$ cat src/rtl/debug_exec_ctrl_if.sv
// Debug execution controller bus: command bytes and dump handshake in,
// pipeline enable, status and executed-cycle count out.
interface debug_exec_ctrl_if #(
  parameter int CNT_W = 32
) ();
  logic             is_start;
  logic [7:0]       i_rx_data;
  logic             is_rx_done;
  logic             is_done_send;
  logic             i_halt;
  logic             os_step;
  logic             os_start_send;
  logic             os_done;
  logic             o_busy;
  logic [1:0]       o_mode;
  logic [CNT_W-1:0] o_clk_count;

  modport master (
    output is_start, i_rx_data, is_rx_done,
    output is_done_send, i_halt,
    input  os_step, os_start_send, os_done,
    input  o_busy, o_mode, o_clk_count
  );

  modport slave (
    input  is_start, i_rx_data, is_rx_done,
    input  is_done_send, i_halt,
    output os_step, os_start_send, os_done,
    output o_busy, o_mode, o_clk_count
  );
endinterface

$ cat src/rtl/debug_exec_ctrl.sv
// Debug execution controller: step, N-step and free-run bursts that gate
// the pipeline enable, then trigger a register/memory dump.
module debug_exec_ctrl #(
  parameter int         CNT_W      = 32,
  parameter int         N_BYTES    = 2,
  parameter int         SETTLE_CYC = 2,
  parameter logic [7:0] CMD_STEP   = 8'h0F,
  parameter logic [7:0] CMD_NSTEP  = 8'h11,
  parameter logic [7:0] CMD_RUN    = 8'h10,
  parameter logic [7:0] CMD_ABORT  = 8'h1F
) (
  input logic               clk,
  input logic               rst,
  debug_exec_ctrl_if.slave  bus
);
  localparam int NW = 8 * N_BYTES;
  localparam int IW = (N_BYTES > 1) ? $clog2(N_BYTES) : 1;
  localparam int SW = (SETTLE_CYC > 1) ? $clog2(SETTLE_CYC) : 1;

  localparam logic [IW-1:0] IDX_LAST = IW'(N_BYTES - 1);
  localparam logic [SW-1:0] SET_LAST = SW'(SETTLE_CYC - 1);

  localparam logic [1:0] M_NONE  = 2'd0;
  localparam logic [1:0] M_STEP  = 2'd1;
  localparam logic [1:0] M_NSTEP = 2'd2;
  localparam logic [1:0] M_RUN   = 2'd3;

  localparam logic [3:0] S_IDLE   = 4'd0;
  localparam logic [3:0] S_WAIT   = 4'd1;
  localparam logic [3:0] S_LOAD   = 4'd2;
  localparam logic [3:0] S_EXEC   = 4'd3;
  localparam logic [3:0] S_SETTLE = 4'd4;
  localparam logic [3:0] S_SEND   = 4'd5;
  localparam logic [3:0] S_WSEND  = 4'd6;
  localparam logic [3:0] S_CHECK  = 4'd7;
  localparam logic [3:0] S_DONE   = 4'd8;

  logic [3:0]       state;
  logic [1:0]       mode;
  logic [CNT_W-1:0] cnt;
  logic [NW-1:0]    n_q;
  logic [NW-1:0]    n_next;
  logic [NW-1:0]    rem;
  logic [IW-1:0]    idx;
  logic [SW-1:0]    settle;
  logic             abort;
  logic             exec_end;

  // N register with the incoming count byte merged at the current index
  always_comb begin
    n_next = n_q;
    for (int b = 0; b < N_BYTES; b++) begin
      if (idx == IW'(b)) n_next[8*b +: 8] = bus.i_rx_data;
    end
  end

  assign abort = bus.is_rx_done
              && (bus.i_rx_data == CMD_ABORT)
              && (mode == M_RUN);

  assign exec_end = bus.i_halt || abort
                 || ((mode != M_RUN) && (rem == NW'(1)));

  // control FSM, burst length, settle timer and executed-cycle counter
  always_ff @(posedge clk) begin
    if (!rst) begin
      state  <= S_IDLE;
      mode   <= M_NONE;
      cnt    <= '0;
      n_q    <= '0;
      rem    <= '0;
      idx    <= '0;
      settle <= '0;
    end else begin
      unique case (state)
        S_IDLE: begin
          if (bus.is_start) state <= S_WAIT;
        end
        S_WAIT: begin
          if (bus.is_rx_done) begin
            if (bus.i_rx_data == CMD_STEP) begin
              rem   <= NW'(1);
              mode  <= M_STEP;
              state <= S_EXEC;
            end else if (bus.i_rx_data == CMD_RUN) begin
              mode  <= M_RUN;
              state <= S_EXEC;
            end else if (bus.i_rx_data == CMD_NSTEP) begin
              mode  <= M_NSTEP;
              n_q   <= '0;
              idx   <= '0;
              state <= S_LOAD;
            end
          end
        end
        S_LOAD: begin
          if (bus.is_rx_done) begin
            n_q <= n_next;
            if (idx == IDX_LAST) begin
              if (n_next == '0) begin
                state <= S_WAIT;
              end else begin
                rem   <= n_next;
                state <= S_EXEC;
              end
            end else begin
              idx <= idx + IW'(1);
            end
          end
        end
        S_EXEC: begin
          if (cnt != '1) cnt <= cnt + CNT_W'(1);
          if (mode != M_RUN) rem <= rem - NW'(1);
          if (exec_end) begin
            settle <= '0;
            state  <= S_SETTLE;
          end
        end
        S_SETTLE: begin
          if (settle == SET_LAST) state <= S_SEND;
          else settle <= settle + SW'(1);
        end
        S_SEND: begin
          state <= S_WSEND;
        end
        S_WSEND: begin
          if (bus.is_done_send) state <= S_CHECK;
        end
        S_CHECK: begin
          state <= bus.i_halt ? S_DONE : S_WAIT;
        end
        S_DONE: begin
          cnt   <= '0;
          state <= S_IDLE;
        end
        default: begin
          state <= S_IDLE;
        end
      endcase
    end
  end

  assign bus.os_step       = (state == S_EXEC);
  assign bus.os_start_send = (state == S_SEND);
  assign bus.os_done       = (state == S_DONE);
  assign bus.o_busy        = (state != S_IDLE);
  assign bus.o_mode        = mode;
  assign bus.o_clk_count   = cnt;
endmodule

$ cat src/flat_wrapper.sv
// flat-port wrapper written by rule: the top's interface ports become plain ports
module debug_exec_ctrl_flat 
#(
  parameter int         CNT_W      = 32,
  parameter int         N_BYTES    = 2,
  parameter int         SETTLE_CYC = 2,
  parameter logic [7:0] CMD_STEP   = 8'h0F,
  parameter logic [7:0] CMD_NSTEP  = 8'h11,
  parameter logic [7:0] CMD_RUN    = 8'h10,
  parameter logic [7:0] CMD_ABORT  = 8'h1F
)
  (clk, rst, bus_is_start, bus_i_rx_data, bus_is_rx_done, bus_is_done_send, bus_i_halt, bus_os_step, bus_os_start_send, bus_os_done, bus_o_busy, bus_o_mode, bus_o_clk_count);
  debug_exec_ctrl_if #(.CNT_W(CNT_W)) bus_i ();
  input logic clk;
  input logic rst;
  input wire logic [$bits(bus_i.is_start)-1:0] bus_is_start;
  input wire logic [$bits(bus_i.i_rx_data)-1:0] bus_i_rx_data;
  input wire logic [$bits(bus_i.is_rx_done)-1:0] bus_is_rx_done;
  input wire logic [$bits(bus_i.is_done_send)-1:0] bus_is_done_send;
  input wire logic [$bits(bus_i.i_halt)-1:0] bus_i_halt;
  output wire logic [$bits(bus_i.os_step)-1:0] bus_os_step;
  output wire logic [$bits(bus_i.os_start_send)-1:0] bus_os_start_send;
  output wire logic [$bits(bus_i.os_done)-1:0] bus_os_done;
  output wire logic [$bits(bus_i.o_busy)-1:0] bus_o_busy;
  output wire logic [$bits(bus_i.o_mode)-1:0] bus_o_mode;
  output wire logic [$bits(bus_i.o_clk_count)-1:0] bus_o_clk_count;
  assign bus_i.is_start = bus_is_start;
  assign bus_i.i_rx_data = bus_i_rx_data;
  assign bus_i.is_rx_done = bus_is_rx_done;
  assign bus_i.is_done_send = bus_is_done_send;
  assign bus_i.i_halt = bus_i_halt;
  assign bus_os_step = bus_i.os_step;
  assign bus_os_start_send = bus_i.os_start_send;
  assign bus_os_done = bus_i.os_done;
  assign bus_o_busy = bus_i.o_busy;
  assign bus_o_mode = bus_i.o_mode;
  assign bus_o_clk_count = bus_i.o_clk_count;
  debug_exec_ctrl #(.CNT_W(CNT_W), .N_BYTES(N_BYTES), .SETTLE_CYC(SETTLE_CYC), .CMD_STEP(CMD_STEP), .CMD_NSTEP(CMD_NSTEP), .CMD_RUN(CMD_RUN), .CMD_ABORT(CMD_ABORT)) u_core (.clk(clk), .rst(rst), .bus(bus_i));
endmodule
$ cat config.mk
export PLATFORM = sky130hd
export DESIGN_NAME = debug_exec_ctrl_flat
export DESIGN_NICKNAME = d
export VERILOG_FILES = /design/src/rtl/debug_exec_ctrl_if.sv /design/src/rtl/debug_exec_ctrl.sv /design/src/flat_wrapper.sv
export SDC_FILE = /design/constraint.sdc
export NUM_CORES = 1
export LEC_CHECK = 0
export ABC_AREA = 1
export ABC_CLOCK_PERIOD_IN_PS = 2300
export BUFFER_PORTS_ARGS = -buffer_cell sky130_fd_sc_hd__buf_4
export CORE_ASPECT_RATIO = 1.4
export CORE_MARGIN = 2
export CORE_UTILIZATION = 56
export CTS_CLUSTER_SIZE = 40
export DETAILED_ROUTE_END_ITERATION = 10
export PLACE_DENSITY = 0.81
export SLEW_MARGIN = 20
export SYNTH_ARGS = -nofsm -noshare
export SYNTH_HDL_FRONTEND = slang
export SYNTH_SLANG_ARGS = --single-unit
$ cat constraint.sdc
create_clock -name clk -period 2.3 [get_ports clk]
set_input_delay 0.46 -clock clk [delete_from_list [all_inputs] [get_ports clk]]
set_output_delay 0.46 -clock clk [all_outputs]
set_load 0.03 [all_outputs]
==> impl_metrics.csv, run 1 <==
group,metric,value,unit
sta,setup_viol,0,
floorplanning,io_pins,52,
routing,antenna_left,0,
synthesis,synthCells,769,
sta,fin_setup_tns,0,ps
synthesis,avgSynthCellArea,6.03,um2
synthesis,synthXorXnorAreaFrac,1.13,%
sta,finalCritPeriodShare,93.3,%
cts,cts_tree,"built",
critical_path,worstReg2RegEnd,"u_core.bus.o_clk_count[15]$_SDFFE_PN0P_",
placement,dp_slack,210,ps
finish,syn_to_final_growth,16.5,%
global_routing,grt_pass1_vias,4744,
cts,cts_root_buf,"clkbuf_16",
cts,cts_buffers,9,
routing,drt-initial-drc-count,289,
synthesis,ys_ff_latch,72,
cts,clock_latency,340,ps
synthesis,synthMuxAreaShare,0,%
outcome,status,"finished, final reports clean",
floorplanning,die_h,112,um
sta,tightest_slew,409,ps
cts,postCtsSetupRepairBufs,0,
critical_path,cp.arrival,1690,ps
synthesis,syn_area,4640,um2
sta,hold_viol_final,0,
global_routing,grt_overflow_total,0,
floorplanning,die_w,80.9,um
critical_path,reg2reg_depth,10,
critical_path,r2r_start,"u_core.bus.o_clk_count[0]$_SDFFE_PN0P_",
sta,setup_ws,153,ps
power,ir_drop,0.000734,V
global_routing,grt_pass1_wl,21.0,mm
routing,drc,0,
routing,vias_per_cell,5.53,
cts,ctsResizeCount,0,
floorplanning,initial_core_util,57.3,%
critical_path,endpoint_kind,"output pin",
sta,period_needed,2150,ps
finish,n_antenna_cell,0,
synthesis,synth-compound-area-share,10.1,%
routing,dr.pass1.iters,5,
synthesis,synth_top_family_by_area,"simple AND/OR/NAND/NOR gates",
sta,slew_headroom,72.7,%
power,power.internal,2930,uW
placement,hpwl,9.61,mm
power,pwr-share-comb,41.1,%
synthesis,yosysWarnings,0,
critical_path,cp_max_fo,16,
floorplanning,fp.dieArea,9040,um2
floorplanning,rows,39,
power,pwr-share-clk,27.7,%
power,p_per_area,937,nW/um2
sta,rsz0062_at_grt,"no",
synthesis,ys_seq_area_share,31.1,%
synthesis,ys_types,40,
placement,place.gp.congestion,0.928,
critical_path,path_class,"flop to output pin",
placement,numPortBuffers,51,
hold_path,min-delay-start,"bus_i_halt",
routing,routedWlPerCell,13.8,um
finish,final_nets,840,
power,leakagePower,0.00243,uW
routing,totalWireLength,12.8,mm
flow_run,maxCapViolCount,0,
global_routing,antenna_found_initial,0,
cts,hold_buffers,0,
global_routing,grtUsageTotal,29.6,%
hold_path,whs_path_depth,3,
synthesis,synth_simple_gate_area_share,46.8,%
hold_path,whs_endpoint,"u_core.state[3]$_SDFFE_PN0P_",
cts,clkTransAtPathRegs,60,ps
floorplanning,fp.coreArea,8100,um2
power,swShare,42.2,%
finish,final_layout_size_suffix_gt1_share,14.6,%
critical_path,cp.required,1840,ps
synthesis,syn_nets,786,
hold_path,min_path_type,"input port to flop",
cts,numClockSinks,72,
power,seq_power_share,31.2,%
global_routing,grt_max_degree,36,
cts,htree_levels,3,
critical_path,reg2reg_setup_slack,190,ps
sta,drv_slew,0,
routing,vias,5146,
critical_path,crit_path_start_kind,"flop",
power,netSwitchingPower,2140,uW
cts,clockBufferDepth,2,
sta,fmax,0.466,GHz
synthesis,synth_adder_area_share,0.809,%
sta,clock-skew-final,4.82,ps
[placed cells by master (no fill, tap or decap), types with 2 or more instances in the layout]
master,instances
nand2_2,6
o21ai_1,2
clkinvlp_4,3
ha_1,3
nand2_1,262
inv_4,2
inv_2,7
nand3_1,53
nor3_2,2
xor2_1,5
o21ai_0,19
nor2_1,118
nor2_4,3
clkinv_1,3
dfxtp_1,72
clkbuf_16,9
nand3b_1,9
nor2_2,6
clkinv_2,2
nand4_1,17
a21oi_1,54
nor3_1,14
inv_1,69
nand2_4,2
nor3_4,3
a31o_2,2
buf_4,64
a21oi_2,4
[kinds of logic (layout without fill, tap and decap cells)]
| kind of cell | after synthesis | in the layout |
|---|---|---|
| and+or+nand+nor | 500 | 500 |
| buffers and inverters | 103 | 162 |
| AOI/OAI and AO/OA | 85 | 85 |
| DFF | 72 | 72 |
| xor gates and xnor gates | 6 | 6 |
| adders and majority gates | 3 | 3 |
[synthesized netlist by cell type (all sizes together)]
| cell type | number | area (um2) |
|---|---|---|
| a211oi | 1 | 7.51 |
| nand4 | 17 | 106 |
| dfxtp | 72 | 1440 |
| a21oi | 59 | 322 |
| buf | 18 | 144 |
| o21ai | 21 | 105 |
| xor2 | 5 | 43.8 |
| or2 | 1 | 6.26 |
| inv | 77 | 292 |
| xnor2 | 1 | 8.76 |
| nand3 | 54 | 275 |
| nor3 | 19 | 139 |
| nand3b | 9 | 67.6 |
| ha | 3 | 37.5 |
| o2111ai | 1 | 8.76 |
| clkbuf | 4 | 15.0 |
| nand2 | 270 | 1040 |
| clkinv | 4 | 16.3 |
| and3 | 1 | 6.26 |
| nor4 | 1 | 6.26 |
| nor2 | 127 | 514 |
| a31o | 2 | 17.5 |
| o21bai | 1 | 7.51 |
| nor3b | 1 | 7.51 |
[flip-flops by register name, indices dropped and copies added, names as in the netlist]
name / cells
u_core.bus.o_mode: 2
u_core.rem: 16
u_core.idx: 1
u_core.settle: 1
u_core.bus.o_clk_count: 32
u_core.state: 4
u_core.n_q: 16
[power groups by stage]
| stage | combinational (uW) | clock [uW] | sequential [uW] |
|---|---|---|---|
| after global placement | 1980 | 0 | 1590 |
| after CTS | 2060 | 1420 | 1570 |
| after floorplan | 1680 | 0 | 1560 |
| after detailed placement | 2040 | 0 | 1600 |
| final | 2080 | 1400 | 1580 |
| after global routing | 2390 | 1470 | 1600 |
[critical path: stages (launching register included)]
cell     delay, ps
dfxtp_1        500
nand2_1        180
nor2_4         220
buf_4          250
buf_4          190
[final cells by class]
cell class,instances,area [um2]
tap,102,128
clock buffer,9,225
inverter,81,309
fill,770,2700
multi-input combinational,594,2730
clock inverter,7,71.3
timing repair buffer,65,500
sequential,72,1440
[per-layer routing]
metal / global-route usage, % / share of wire (%) / up-vias / wire, um
li1: - / - / 2544 / -
met1: 31.8 / 37 / 2326 / 4700
met2: 51.7 / 52 / 228 / 6640
met3: 3.65 / 5.7 / 48 / 725
met4: 21.1 / 5.9 / 0 / 752
met5: 0 / 0 / - / 0
[stage by stage]
stage	std cells	power (uW)	instance area, um2	hold WS, ps	util (%)
finish	930	5070	5410	387	66.7
global route	930	5460	5410	387	66.7
CTS	930	5060	5400	385	66.7
detailed placement	914	3640	5110	452	63.1
global placement	914	3570	5110	447	63.1
floorplan	769	3240	4640	439	-
[worst max path at each step]
stage	startpoint	endpoint	slack [ps]	cells past startpoint
after floorplan	u_core.bus.o_clk_count[0]$_SDFFE_PN0P_	u_core.bus.o_clk_count[22]$_SDFFE_PN0P_	400	10
after global placement	u_core.bus.o_clk_count[0]$_SDFFE_PN0P_	u_core.bus.o_clk_count[31]$_SDFFE_PN0P_	260	11
after detailed placement	u_core.bus.o_clk_count[0]$_SDFFE_PN0P_	u_core.bus.o_clk_count[15]$_SDFFE_PN0P_	210	10
after CTS	u_core.state[1]$_SDFFE_PN0P_	bus_os_step	170	4
after global routing	u_core.bus.o_clk_count[0]$_SDFFE_PN0P_	u_core.bus.o_clk_count[15]$_SDFFE_PN0P_	20	10
final	u_core.state[1]$_SDFFE_PN0P_	bus_os_step	150	4
No activity file was read; power rests on OpenSTA's default activity.
==> run 2: changes to the inputs <==
CAP_MARGIN = 20   (was default)
CORE_UTILIZATION = 58   (was 56)
PLACE_DENSITY = 0.83   (was 0.81)
SKIP_LAST_GASP = 1   (was default)
==> run 2 against run 1 <==
  * First-iteration DRC count increased by 6.6%
  * Fmax decreased by 1.5%
  * Worst setup slack got worse by 33 ps
  * Combinational power about the same
  * Sequential power about the same
  * Critical path depth unchanged
  * Cell area decreased by 1.2%
  * Clock power decreased by 10%
  * Sequential share of layout area increased by 0.31 points
  * Non-clock buffer count decreased by 1
  * Count of clock-buffer cells in the layout increased by 2
==> impl_metrics.csv, run 2 (synthesis results as in run 1) <==
group,metric,value,unit
power,p_per_area,923,nW/um2
sta,rsz0062_at_grt,"no",
routing,vias_per_cell,5.49,
critical_path,cp_max_fo,16,
finish,final_layout_size_suffix_gt1_share,14.4,%
critical_path,crit_chain,"nand2_1 > nor2_4 > buf_4 > buf_4",
finish,final_nets,839,
global_routing,grt_max_degree,36,
cts,htree_levels,3,
sta,tightest_slew,418,ps
critical_path,cp.required,1840,ps
placement,place.gp.congestion,0.959,
power,power,4930,uW
routing,drt-initial-drc-count,308,
critical_path,crit_path_start_kind,"flop",
routing,vias,5088,
cts,numClockSinks,72,
placement,place_inst,911,
sta,drv_slew,0,
cts,ctsResizeCount,0,
sta,slew_headroom,72.2,%
placement,hpwl,9.63,mm
power,leakagePower,0.00241,uW
finish,final_cell_mix,"nand2_1, nor2_1, dfxtp_1, inv_1, buf_4",
critical_path,critPathMostFrequentCell,"buf_4",
critical_path,endpoint_kind,"output pin",
routing,route.met3.wl,762,um
finish,fin_cells,927,
sta,fmax,0.459,GHz
floorplanning,die_w,79.6,um
routing,antenna_left,0,
routing,highest_layer,"met4",
global_routing,grtUsageTotal,30.7,%
global_routing,grt_pass1_wl,20.9,mm
floorplanning,initial_core_util,59.8,%
cts,clock_latency,370,ps
cts,cts_buffers,9,
routing,drc,0,
routing,wl_met1,4.76,mm
global_routing,antenna_found_initial,0,
cts,clkTransAtPathRegs,80,ps
finish,fin_area,5340,um2
cts,postCtsSetupRepairBufs,0,
cts,cts_tree,"built",
global_routing,grt_pass1_vias,4764,
floorplanning,rows,38,
critical_path,crit_path_top_delay_cell,"dfxtp_1",
finish,nFillCells,728,
cts,hold_buffers,0,
outcome,status,"finished, final reports clean",
flow_run,maxCapViolCount,0,
power,ir_drop,0.000958,V
sta,hold_viol_final,0,
finish,n_antenna_cell,0,
routing,dr.pass1.iters,5,
sta,setup_viol,0,
sta,finalCritPeriodShare,94.8,%
floorplanning,fp.coreArea,7750,um2
sta,clock-skew-final,13.7,ps
placement,numPortBuffers,51,
global_routing,grt_overflow_total,0,
floorplanning,io_pins,52,
finish,final_common_cell,"nand2_1",
floorplanning,fp.dieArea,8740,um2
sta,period_needed,2180,ps
finish,largest_register_ff_count,32,
floorplanning,die_h,110,um
sta,fin_setup_tns,0,ps
hold_path,min_path_type,"input port to flop",
critical_path,cp.arrival,1720,ps
cts,clockBufferDepth,2,
critical_path,path_class,"flop to output pin",
cts,cts_root_buf,"clkbuf_8",
routing,routedWlPerCell,13.9,um
routing,route.met2.wl,6.74,mm
critical_path,cpPeakStageDelay,510,ps
routing,totalWireLength,12.9,mm
finish,syn_to_final_growth,15.2,%
placement,placed_area,5100,um2
sta,whs,354,ps
[run 2: changes by cell type in the layout (fill, tap and decap cells not counted), sizes merged]
cell	change
buf	-1
bufinv	+2
clkbuf	+2
clkinv	+1
clkinvlp	-3
inv	-2
[run 2: routing by layer]
layer,up-vias,GRT usage (%)
li1,2552,-
met1,2308,31.6
met2,181,55.0
met3,47,6.73
met4,0,20.7
met5,-,0
[run 2: through the flow]
step	util, %	worst slack [ps]
finish	68.9	120
global route	68.9	35.9
CTS	68.9	125
detailed placement	65.8	266
global placement	65.8	324
floorplan	-	402
[run 2: report_power, final]
group	switching (uW)	leakage (uW)	internal [uW]
logic	1430	0.00171	669
clock network	507	0.000124	751
registers	161	0.000582	1420
[run 2: layout make-up]
| cell class | count | area, um2 | share of cell area [%] |
|---|---|---|---|
| well taps | 100 | 125 | 2.34 |
| clock inverters | 5 | 104 | 1.94 |
| repair buffers | 64 | 493 | 9.23 |
| clock buffers | 11 | 141 | 2.65 |
| inverters | 81 | 308 | 5.76 |
| flip-flops and latches | 72 | 1440 | 27.0 |
| multi-input cells | 594 | 2730 | 51.1 |
[run 2: final timing paths]
check	start	to	slack, ps	cells after the start
setup / recovery	u_core.state[1]$_SDFFE_PN0P_	bus_os_step	120	4
hold / removal	bus_i_halt	u_core.state[3]$_SDFFE_PN0P_	350	3
setup reg to reg	u_core.bus.o_clk_count[0]$_SDFFE_PN0P_	u_core.bus.o_clk_count[9]$_SDFFE_PN0P_	240	10
hold reg to reg	u_core.n_q[8]$_SDFFE_PN0P_	u_core.n_q[8]$_SDFFE_PN0P_	460	2
[run 2: critical path, delay by kind of cell (launching register included)]
family                 cells  cell delay [ps]
buffers and inverters      2              440
DFF                        1              510
and+or+nand+nor            2              390
